<file path="src/rtl/gzip_pkg.sv">
// Shared constants, FSM state type and a small sizing helper for the gzip framer.
package gzip_pkg;

  localparam logic [7:0] GZIP_ID1        = 8'h1F;
  localparam logic [7:0] GZIP_ID2        = 8'h8B;
  localparam logic [7:0] GZIP_CM_DEFLATE = 8'h08;
  localparam logic [7:0] GZIP_FLG        = 8'h00;

  localparam int GZIP_HDR_BYTES = 10;
  localparam int GZIP_TRL_BYTES = 8;
  localparam int GZIP_BUF_BYTES = 8;

  typedef enum logic [2:0] {
    ST_IDLE     = 3'd0,
    ST_HDR      = 3'd1,
    ST_DATA     = 3'd2,
    ST_WAIT_TRL = 3'd3,
    ST_TRL      = 3'd4,
    ST_FLUSH    = 3'd5
  } gzip_state_e;

  // Bytes to push this cycle: at most one word, no more than is left, no more than fits.
  function automatic logic [2:0] chunk_len(input logic [3:0] remaining, input logic [3:0] room);
    logic [3:0] n;
    n = 4'd4;
    if (remaining < n) n = remaining;
    if (room < n) n = room;
    return n[2:0];
  endfunction

endpackage

</file>
<file path="src/rtl/gzip_byte_packer.sv">
// 8-byte FIFO-ordered byte queue: pushes 0..4 bytes, pops the head word (4 bytes,
// or whatever is left when fewer than 4 are held). Unoccupied slots are kept zero.
module gzip_byte_packer
  import gzip_pkg::*;
(
  input  logic        clk,
  input  logic        rst_n,
  input  logic [31:0] push_data,
  input  logic [2:0]  push_cnt,
  input  logic        pop,
  output logic [31:0] head_word,
  output logic [2:0]  head_bytes,
  output logic [3:0]  count
);

  logic [7:0] bytes_q [GZIP_BUF_BYTES];
  logic [7:0] bytes_d [GZIP_BUF_BYTES];
  logic [3:0] count_q, count_d, keep, src, dst;
  logic [2:0] pop_cnt;

  // Head word view and next-state queue contents: shift out the popped bytes, append pushed ones.
  always_comb begin
    head_bytes = (count_q >= 4'd4) ? 3'd4 : count_q[2:0];
    for (int j = 0; j < 4; j++) head_word[8*j +: 8] = bytes_q[j];
    pop_cnt = pop ? head_bytes : 3'd0;
    keep    = count_q - {1'b0, pop_cnt};
    src     = 4'd0;
    dst     = 4'd0;
    for (int i = 0; i < GZIP_BUF_BYTES; i++) begin
      bytes_d[i] = 8'h00;
      src = 4'(i) + {1'b0, pop_cnt};
      dst = 4'(i) - keep;
      if (src < count_q) bytes_d[i] = bytes_q[src[2:0]];
      else if (dst < {1'b0, push_cnt}) bytes_d[i] = push_data[{dst[1:0], 3'b000} +: 8];
    end
    count_d = keep + {1'b0, push_cnt};
  end

  // Queue storage and occupancy.
  always_ff @(posedge clk or negedge rst_n) begin
    if (!rst_n) begin
      for (int i = 0; i < GZIP_BUF_BYTES; i++) bytes_q[i] <= 8'h00;
      count_q <= 4'd0;
    end else begin
      for (int i = 0; i < GZIP_BUF_BYTES; i++) bytes_q[i] <= bytes_d[i];
      count_q <= count_d;
    end
  end

  assign count = count_q;

endmodule

</file>
<file path="src/rtl/gzip_framer.sv">
// Wraps a raw deflate byte stream into one gzip member: 10-byte header, payload,
// 8-byte trailer (CRC32, ISIZE, little-endian), repacked into 32-bit words.
//
// Handshakes: a beat transfers on a rising edge where valid && ready; a source never
// withdraws valid or changes data before the transfer, and ready may depend on the
// other side combinationally (s_axis_tready follows m_axis_tready through the pop).
module gzip_framer
  import gzip_pkg::*;
#(
  parameter logic [7:0]  OS_BYTE  = 8'hFF,
  parameter logic [7:0]  XFL_BYTE = 8'h00,
  parameter logic [31:0] MTIME    = 32'h0
) (
  input  logic        axis_aclk,
  input  logic        axis_aresetn,
  input  logic [31:0] s_axis_tdata,
  input  logic [2:0]  s_axis_tbytes,
  input  logic        s_axis_tlast,
  input  logic        s_axis_tvalid,
  output logic        s_axis_tready,
  input  logic [31:0] crc_in,
  input  logic [31:0] isize_in,
  input  logic        trailer_valid,
  output logic        trailer_ack,
  output logic [31:0] m_axis_tdata,
  output logic [2:0]  m_axis_tbytes,
  output logic        m_axis_tlast,
  output logic        m_axis_tvalid,
  input  logic        m_axis_tready
);

  localparam logic [79:0] HDR_VEC = {OS_BYTE, XFL_BYTE, MTIME, GZIP_FLG,
                                     GZIP_CM_DEFLATE, GZIP_ID2, GZIP_ID1};
  localparam logic [3:0]  HDR_LEN = 4'(GZIP_HDR_BYTES);
  localparam logic [3:0]  TRL_LEN = 4'(GZIP_TRL_BYTES);

  gzip_state_e state;
  logic [3:0]  idx_q;     // bytes of header or trailer already pushed
  logic [63:0] trl_q;     // {ISIZE, CRC}: byte 0 is CRC[7:0]

  logic [31:0] head_word, push_data, hdr_word, trl_word;
  logic [2:0]  head_bytes, push_cnt, chunk, beat_bytes;
  logic [3:0]  count, after_pop, room, pos;
  logic        out_valid, out_fire, last_word, s_ready, s_fire, sample_now;

  gzip_byte_packer u_packer (
    .clk        (axis_aclk),
    .rst_n      (axis_aresetn),
    .push_data  (push_data),
    .push_cnt   (push_cnt),
    .pop        (out_fire),
    .head_word  (head_word),
    .head_bytes (head_bytes),
    .count      (count)
  );

  // Output availability, input acceptance and what goes into the packer this cycle.
  always_comb begin
    out_valid  = (count >= 4'd4) || (state == ST_FLUSH && count != 4'd0);
    out_fire   = out_valid && m_axis_tready;
    after_pop  = count - (out_fire ? {1'b0, head_bytes} : 4'd0);
    room       = 4'd8 - after_pop;
    last_word  = (state == ST_FLUSH) && (count != 4'd0) && (count <= 4'd4);
    s_ready    = (state == ST_DATA) && (after_pop <= 4'd3);
    s_fire     = s_ready && s_axis_tvalid;
    beat_bytes = (s_axis_tlast && s_axis_tbytes >= 3'd1 && s_axis_tbytes <= 3'd4)
                 ? s_axis_tbytes : 3'd4;
    sample_now = trailer_valid &&
                 ((state == ST_DATA && s_fire && s_axis_tlast) || state == ST_WAIT_TRL);
    hdr_word = 32'h0;
    trl_word = 32'h0;
    pos      = 4'd0;
    for (int j = 0; j < 4; j++) begin
      pos = idx_q + 4'(j);
      if (pos < HDR_LEN) hdr_word[8*j +: 8] = HDR_VEC[{pos, 3'b000} +: 8];
      if (pos < TRL_LEN) trl_word[8*j +: 8] = trl_q[{pos[2:0], 3'b000} +: 8];
    end
    chunk     = 3'd0;
    push_cnt  = 3'd0;
    push_data = 32'h0;
    case (state)
      ST_HDR: begin
        chunk     = chunk_len(HDR_LEN - idx_q, room);
        push_cnt  = chunk;
        push_data = hdr_word;
      end
      ST_DATA: begin
        if (s_fire) begin
          push_cnt  = beat_bytes;
          push_data = s_axis_tdata;
        end
      end
      ST_TRL: begin
        chunk     = chunk_len(TRL_LEN - idx_q, room);
        push_cnt  = chunk;
        push_data = trl_word;
      end
      default: ;
    endcase
  end

  // Member sequencing: header, payload, trailer capture, trailer, drain.
  always_ff @(posedge axis_aclk or negedge axis_aresetn) begin
    if (!axis_aresetn) begin
      state <= ST_IDLE;
      idx_q <= 4'd0;
      trl_q <= 64'h0;
    end else begin
      case (state)
        ST_IDLE: begin
          idx_q <= 4'd0;
          if (s_axis_tvalid) state <= ST_HDR;
        end
        ST_HDR: begin
          idx_q <= idx_q + {1'b0, chunk};
          if (idx_q + {1'b0, chunk} == HDR_LEN) state <= ST_DATA;
        end
        ST_DATA: begin
          idx_q <= 4'd0;
          if (s_fire && s_axis_tlast) begin
            if (trailer_valid) begin
              trl_q <= {isize_in, crc_in};
              state <= ST_TRL;
            end else begin
              state <= ST_WAIT_TRL;
            end
          end
        end
        ST_WAIT_TRL: begin
          if (trailer_valid) begin
            trl_q <= {isize_in, crc_in};
            state <= ST_TRL;
          end
        end
        ST_TRL: begin
          idx_q <= idx_q + {1'b0, chunk};
          if (idx_q + {1'b0, chunk} == TRL_LEN) state <= ST_FLUSH;
        end
        ST_FLUSH: begin
          idx_q <= 4'd0;
          // A waiting next member starts its header straight away.
          if (out_fire && last_word) state <= s_axis_tvalid ? ST_HDR : ST_IDLE;
        end
        default: state <= ST_IDLE;
      endcase
    end
  end

  assign s_axis_tready = s_ready;
  assign trailer_ack   = sample_now;
  assign m_axis_tvalid = out_valid;
  assign m_axis_tdata  = out_valid ? head_word : 32'h0;
  assign m_axis_tbytes = out_valid ? head_bytes : 3'd0;
  assign m_axis_tlast  = out_valid && last_word;

endmodule

</file>
<file path="config.mk">
export PLATFORM = sky130hd
export DESIGN_NAME = gzip_framer
export DESIGN_NICKNAME = d
export VERILOG_FILES = /design/src/rtl/gzip_pkg.sv /design/src/rtl/gzip_byte_packer.sv /design/src/rtl/gzip_framer.sv
export SDC_FILE = /design/constraint.sdc
export NUM_CORES = 1
export LEC_CHECK = 0
export CORE_UTILIZATION = 49
export CTS_CLUSTER_SIZE = 8
export DETAILED_ROUTE_END_ITERATION = 12
export PLACE_DENSITY = 0.7
export SLEW_MARGIN = 0
export SYNTH_ARGS = -nofsm -noshare
export SYNTH_HDL_FRONTEND = slang
export SYNTH_SLANG_ARGS = --single-unit
export TNS_END_PERCENT = 100
</file>
<file path="constraint.sdc">
create_clock -name axis_aclk -period 15.67 [get_ports axis_aclk]
set_clock_uncertainty 0.05 [all_clocks]
set_input_delay 3.134 -clock axis_aclk [delete_from_list [all_inputs] [get_ports axis_aclk]]
set_output_delay 3.134 -clock axis_aclk [all_outputs]
set_load 0.02 [all_outputs]
</file>
Word level (Yosys, flattened, before mapping)

Cells that the tools add are included.

Register bits: 139
Latch bits: 0
Bits in writable memories: 0
Memory bits (read-only): 0
Bits of input ports: 105
Output and inout port bits: 39
Logic and storage cells: 216
Memories: 0

$add $sub $neg: 25
Multiply operators: 0
Div/mod/pow operators: 0
$lt $le $gt $ge: 41
Eq/ne operators: 13
Shifts and indexed selects: 16
Muxes and demuxes: 78
Bitwise gates (word level): 8
Reductions and logical operators: 23

Operator list:

| cell                      | count |
|---|---|
| $mux W8                   | 40 |
| $shiftx A80 B8 Y8 const A | 4 |
| $shiftx A32 B6 Y8         | 8 |
| $shiftx A64 B7 Y8         | 4 |
| $bmux W8 S3               | 8 |
| $mux W64                  | 2 |
| $pmux W64 S2              | 1 |
| $pmux W32 S3              | 1 |
| $mux W32                  | 2 |
| $mux W3                   | 15 |
| $lt A4 B4 Y1              | 9 |
| $ge A4 B4 Y1 const B      | 8 |
| $lt A4 B3 Y1              | 8 |
| $lt A4 B4 Y1 const B      | 8 |
| $not A3 Y4                | 8 |
| $pmux W3 S6               | 1 |
| $add A3 B3 Y4 const A     | 4 |
| $mux W4                   | 4 |
| $sub A3 B4 Y4 const A     | 4 |
| $logic_and A1 B1 Y1       | 13 |
| $sub A4 B4 Y4 const A     | 3 |
| $pmux W3 S3               | 1 |
| $add A2 B3 Y4 const A     | 2 |
| $add A4 B2 Y4 const B     | 2 |
| other kinds (30)          | 44 |

Longest topological paths before layout

Depth in word-level cells: 14
Depth in mapped cells: 26

Hierarchy

A second synthesis with hierarchy kept.

Cells, all modules: 1339
Area, all modules: 13743.2 um^2

By module, submodules not included:

| module           | times used | cells each | area an instance (um^2) | seq. area each (um^2) |
|---|---|---|---|---|
| gzip_byte_packer | 1          | 726        | 7086.8                  | 1701.6 |
| gzip_framer      | 1          | 613        | 6656.4                  | 1776.7 |

Worst setup path before layout

Ideal clock, no wire load.

Path kind: input-to-output
Start point: input m_axis_tready
End point: output trailer_ack
Arrival: 6.707 ns
Slack: 5.779 ns
Stages on the path: 18
Cells stage by stage: inv_1 or3_1 buf_6 buf_2 buf_1 ha_1 o21bai_1 a21oi_2 xnor2_1 ha_1 and3b_1 and2_1 nand2_1 o21ai_0 nand2_1 clkbuf_1 buf_2 inv_1

Word-level cells in the longest chain between the ends: 10

Ends and longest elaborated chain:

| element                           | RTL line          | text |
|---|---|---|
| from (decl)                       | gzip_framer.sv:29 | `input logic m_axis_tready` |
| $logic_and A1 B1 Y1               | gzip_framer.sv:60 | `out_fire = out_valid && m_axis_tready;` |
| $mux W3                           | gzip_framer.sv:61 | `after_pop = count - (out_fire ? {1'b0, head_bytes} : 4'd0);` |
| $sub A4 B3 Y4                     | gzip_framer.sv:61 |  |
| $le A4 B2 Y1                      | gzip_framer.sv:64 | `s_ready = (state == ST_DATA) && (after_pop <= 4'd3);` |
| $logic_and A1 B1 Y1               | gzip_framer.sv:64 |  |
| $logic_and A1 B1 Y1               | gzip_framer.sv:65 | `s_fire = s_ready && s_axis_tvalid;` |
| $logic_and A1 B1 Y1 (2 in series) | gzip_framer.sv:69 | `((state == ST_DATA && s_fire && s_axis_tlast) \|\| state == ST_WAIT_TRL);` |
| $logic_or A1 B1 Y1                | gzip_framer.sv:69 |  |
| $logic_and A1 B1 Y1               | gzip_framer.sv:68 | `sample_now = trailer_valid &&` |
| to (decl)                         | gzip_framer.sv:24 | `output logic trailer_ack,` |

No other way between the ends.

Worst setup path in the final report

Ends and elaborated chain as after synthesis.

==> key figures <==
Floorplanning
  – Die Footprint: approximately 29000 sq um
  – Chip Height: 170 um
  – Row cnt: a little over 60
  – Number of I/O pins: between 100 and 150
  – Core ar.: ~28000 sq um
  – Die width: 170 um
  – Initial Utilization: 0.498

Global route
  – Vias in the first global route: 11900
  – Largest net degree at the start of global routing: 76
  – Initial antenna violation count: 0
  – Gr usage total: 0.303
  – GR Overflow Total: 0
  – First-pass GRT wire length: 67900 um

Detailed routing
  – Routed len/inst: 22.5 um
  – Routed vias/inst: 6.49
  – 1st-iter DRT viols: 1367
  – Final WL: approximately 43000 um
  – Number of remaining DRC errors: 0
  – DR vias: 12500
  – DRT Pass-1 Iters: 6
  – Routed Antenna Nets: 0

Logic synthesis
  – YS warnings: 0
  – Sequential element share of the synthesized area: 0.251
  – Post-synth top area share: 0.251
  – Synth area leader: dfrtp_1
  – Syn avg cell area: 9.60 sq um
  – Synth Instances: roughly 1400
  – Synth unique cells: between 80 and 90
  – Post-synth EDFFs: 0
  – Mapped cell area: 13900 sq um
  – Main flop type after synthesis: dfrtp_1
  – Ys async rst share: 1.00
  – Most area-consuming cells after synthesis: dfrtp_1 (25%), mux2i_1 (17%), ha_1 (6.9%)
  – Synth Net Count: 1632
  – Yosys reg bits: 139

Worst hold path
  – Hold Path Cell Cnt: 1
  – Worst min path class: reg2reg
  – Hold Path End: trl_q[42]$_DFFE_PN0P_
  – HP Start: trl_q[42]$_DFFE_PN0P_

Layout
  – Area Growth Syn to Fin: 15.7%
  – Antenna fix cells: 0
  – Final core occ: 0.577
  – Share of layout cells above drive strength 1: 0.134
  – Design area: between 15000 and 20000 sq um
  – Fin nets: about 1700
  – Fin cells: 1920

Power and ir drop
  – Tot Pwr: 3.33 mW
  – Leakage dissipation: between 6 and 7 nW
  – Worst VDD drop: 0.000129 V
  – Pwr per Cell Area: 207 nW/um^2

Clock tree
  – Reg clk slew, reported paths: 0.06 ns
  – Clock buffer depth: 2
  – TritonCTS clock tree: yes
  – H-tree Lvls: 4
  – Post-CTS setup buffer count: 0
  – Clk root buf: clkbuf_16
  – Worst skew pair latency: 0.44 ns
  – Post_cts resized: 0
  – TritonCTS buffer count: 17
  – Hold Buf Count CTS: 0
  – Clk sinks: 139

STA
  – Fin crit share: 0.792
  – Final WS setup: 3.26 ns
  – Final setup violation count: 0
  – Max frequency: 80.6 MHz
  – Worst Max-Slew Pin Slew: 0.979 ns
  – Endpoints failing hold: 0
  – Post-layout min period: 12.41 ns
  – Pins Over Slew Limit: 0
  – Slew HR: 0.342
  – Fin Setup TNS: 0 ns
  – Final hold slack: 0.515 ns
  – RSZ-0062 raised after global routing: no

Worst setup path
  – Critical Path AT: 9.23 ns
  – RR Startpoint: state[1]$_DFFE_PN0P_
  – Reg2Reg Depth: 18
  – CP Launch Type: input pin
  – Worst r2r dst: u_packer.head_word[11]$_DFF_PN0_
  – Reg-to-reg slack, setup: 7.80 ns
  – Crit path required time: 12.49 ns
  – CP max FO: 66
  – CP Class: in2out
  – Setup crit end kind: primary output

Placed design
  – # port buffers: between 100 and 150
  – Placement Cell Area: 15500 sq um
  – Setup WS pre-CTS: 3.24 ns
  – Gpl congestion: 0.931
  – Post-DP HPWL: 32600 um
  – Dpl cells: between 1500 and 2000

Run
  – Max cap viols: 0

Run status
  – Status: finished, final reports clean
## logic make-up after synthesis
family | count (synthesis) | share of synthesized area
AO/OA/AOI/OAI | 343 | 0.181
XOR/XNOR | 22 | 0.0199
multiplexers | 350 | 0.290
flip-flops | 139 | 0.251
AND/OR/NAND/NOR | 359 | 0.135
buffers and inverters | 154 | 0.0498
adder cells (fa/ha/maj) | 80 | 0.0737
## sequential cells by signal, summed over array words and instances (netlist names)
register and flops:
u_packer.bytes_q 32, state 3, u_packer.count 4, trl_q 64
idx_q 4, u_packer.head_word 32
## worst max-delay path, stage by stage
cell and delay (ns):
clkdlybuf4s50_1 0.61, and3_1 0.24, and2_2 0.15, buf_4 0.67, ha_1 0.33, o21bai_1 0.10
a21oi_2 0.40, xnor2_1 0.40, ha_1 0.29, and3b_1 0.69, and2_1 0.83, nand2_1 0.10
o21ai_0 0.12, nand2_2 0.07, buf_4 0.32, inv_1 0.12, clkdlybuf4s50_1 0.60
## how the worst max path moves through the flow
stage	startpoint	endpoint	slack [ns]	depth (start not counted)
6_report	m_axis_tready	trailer_ack	3.26	17
5_1_grt	m_axis_tready	trailer_ack	2.80	17
4_1_cts	m_axis_tready	trailer_ack	3.24	17
3_5_place_dp	m_axis_tready	trailer_ack	3.24	17
3_3_place_gp	m_axis_tready	trailer_ack	3.42	17
2_1_floorplan	m_axis_tready	trailer_ack	5.78	18
## cell usage after synthesis (18+ instances only)
| master | n |
|---|---|
| o211ai_1 | 28 |
| clkbuf_1 | 50 |
| ha_1 | 77 |
| nor2_1 | 49 |
| nand2_1 | 109 |
| mux2_2 | 82 |
| a21oi_1 | 51 |
| a211o_1 | 19 |
| a21o_1 | 24 |
| o221ai_1 | 22 |
| dfrtp_1 | 139 |
| nor3_1 | 18 |
| buf_2 | 32 |
| nand3_1 | 35 |
| and3_1 | 19 |
| mux2i_1 | 234 |
| o21ai_0 | 32 |
| o22ai_1 | 24 |
| mux4_2 | 34 |
| and2_1 | 44 |
| a22oi_1 | 28 |
| inv_1 | 44 |
## where the power goes
part	leakage, nW	internal, mW	switching (mW)	total (mW)
Sequential	1.78	0.505	0.209	0.713
Clock	0.287	0.238	0.177	0.415
Combinational	4.56	0.920	1.28	2.20
Total	6.62	1.66	1.66	3.33
## cell usage in the layout, fill, tap and decap left out, types with 8 or more instances in the layout
master           count
mux2i_1            234
o221ai_1            22
nor2b_1             17
nor2_1              49
a21oi_1             51
ha_1                76
o22ai_1             24
and2_1              43
nand3_1             35
or2_2                9
o21ai_0             31
inv_1               44
a211o_1             19
o21a_1               9
clkdlybuf4s50_1    142
nand4_1             15
buf_4               25
o2111ai_1            9
o32ai_1             10
mux4_2              34
mux2_2              82
dfrtp_1            137
nand2b_1            10
o211ai_1            28
and3_1              19
a211oi_1            15
nand2_1            108
clkbuf_16           17
a21o_1              24
a22oi_1             28
xnor2_1              8
nor3_1              18
a221o_1             13
## per-layer routing
metal / global-route usage / share of wire / routed length, um
met1: 0.400 / 0.42 / 18300
met2: 0.497 / 0.48 / 20600
met3: 0.0465 / 0.071 / 3060
met4: 0.118 / 0.030 / 1320
met5: 0 / 0 / 0
## final cells by class
cell class	instances	area, sq um
fillers	2409	11800
repair buffers	168	1620
well taps	378	473
multi-input cells	1154	9720
flip-flops and latches	139	3480
clock buffers	18	429
clock inverters	14	156
inverters	49	186
Power figures use the tool's default switching activity.
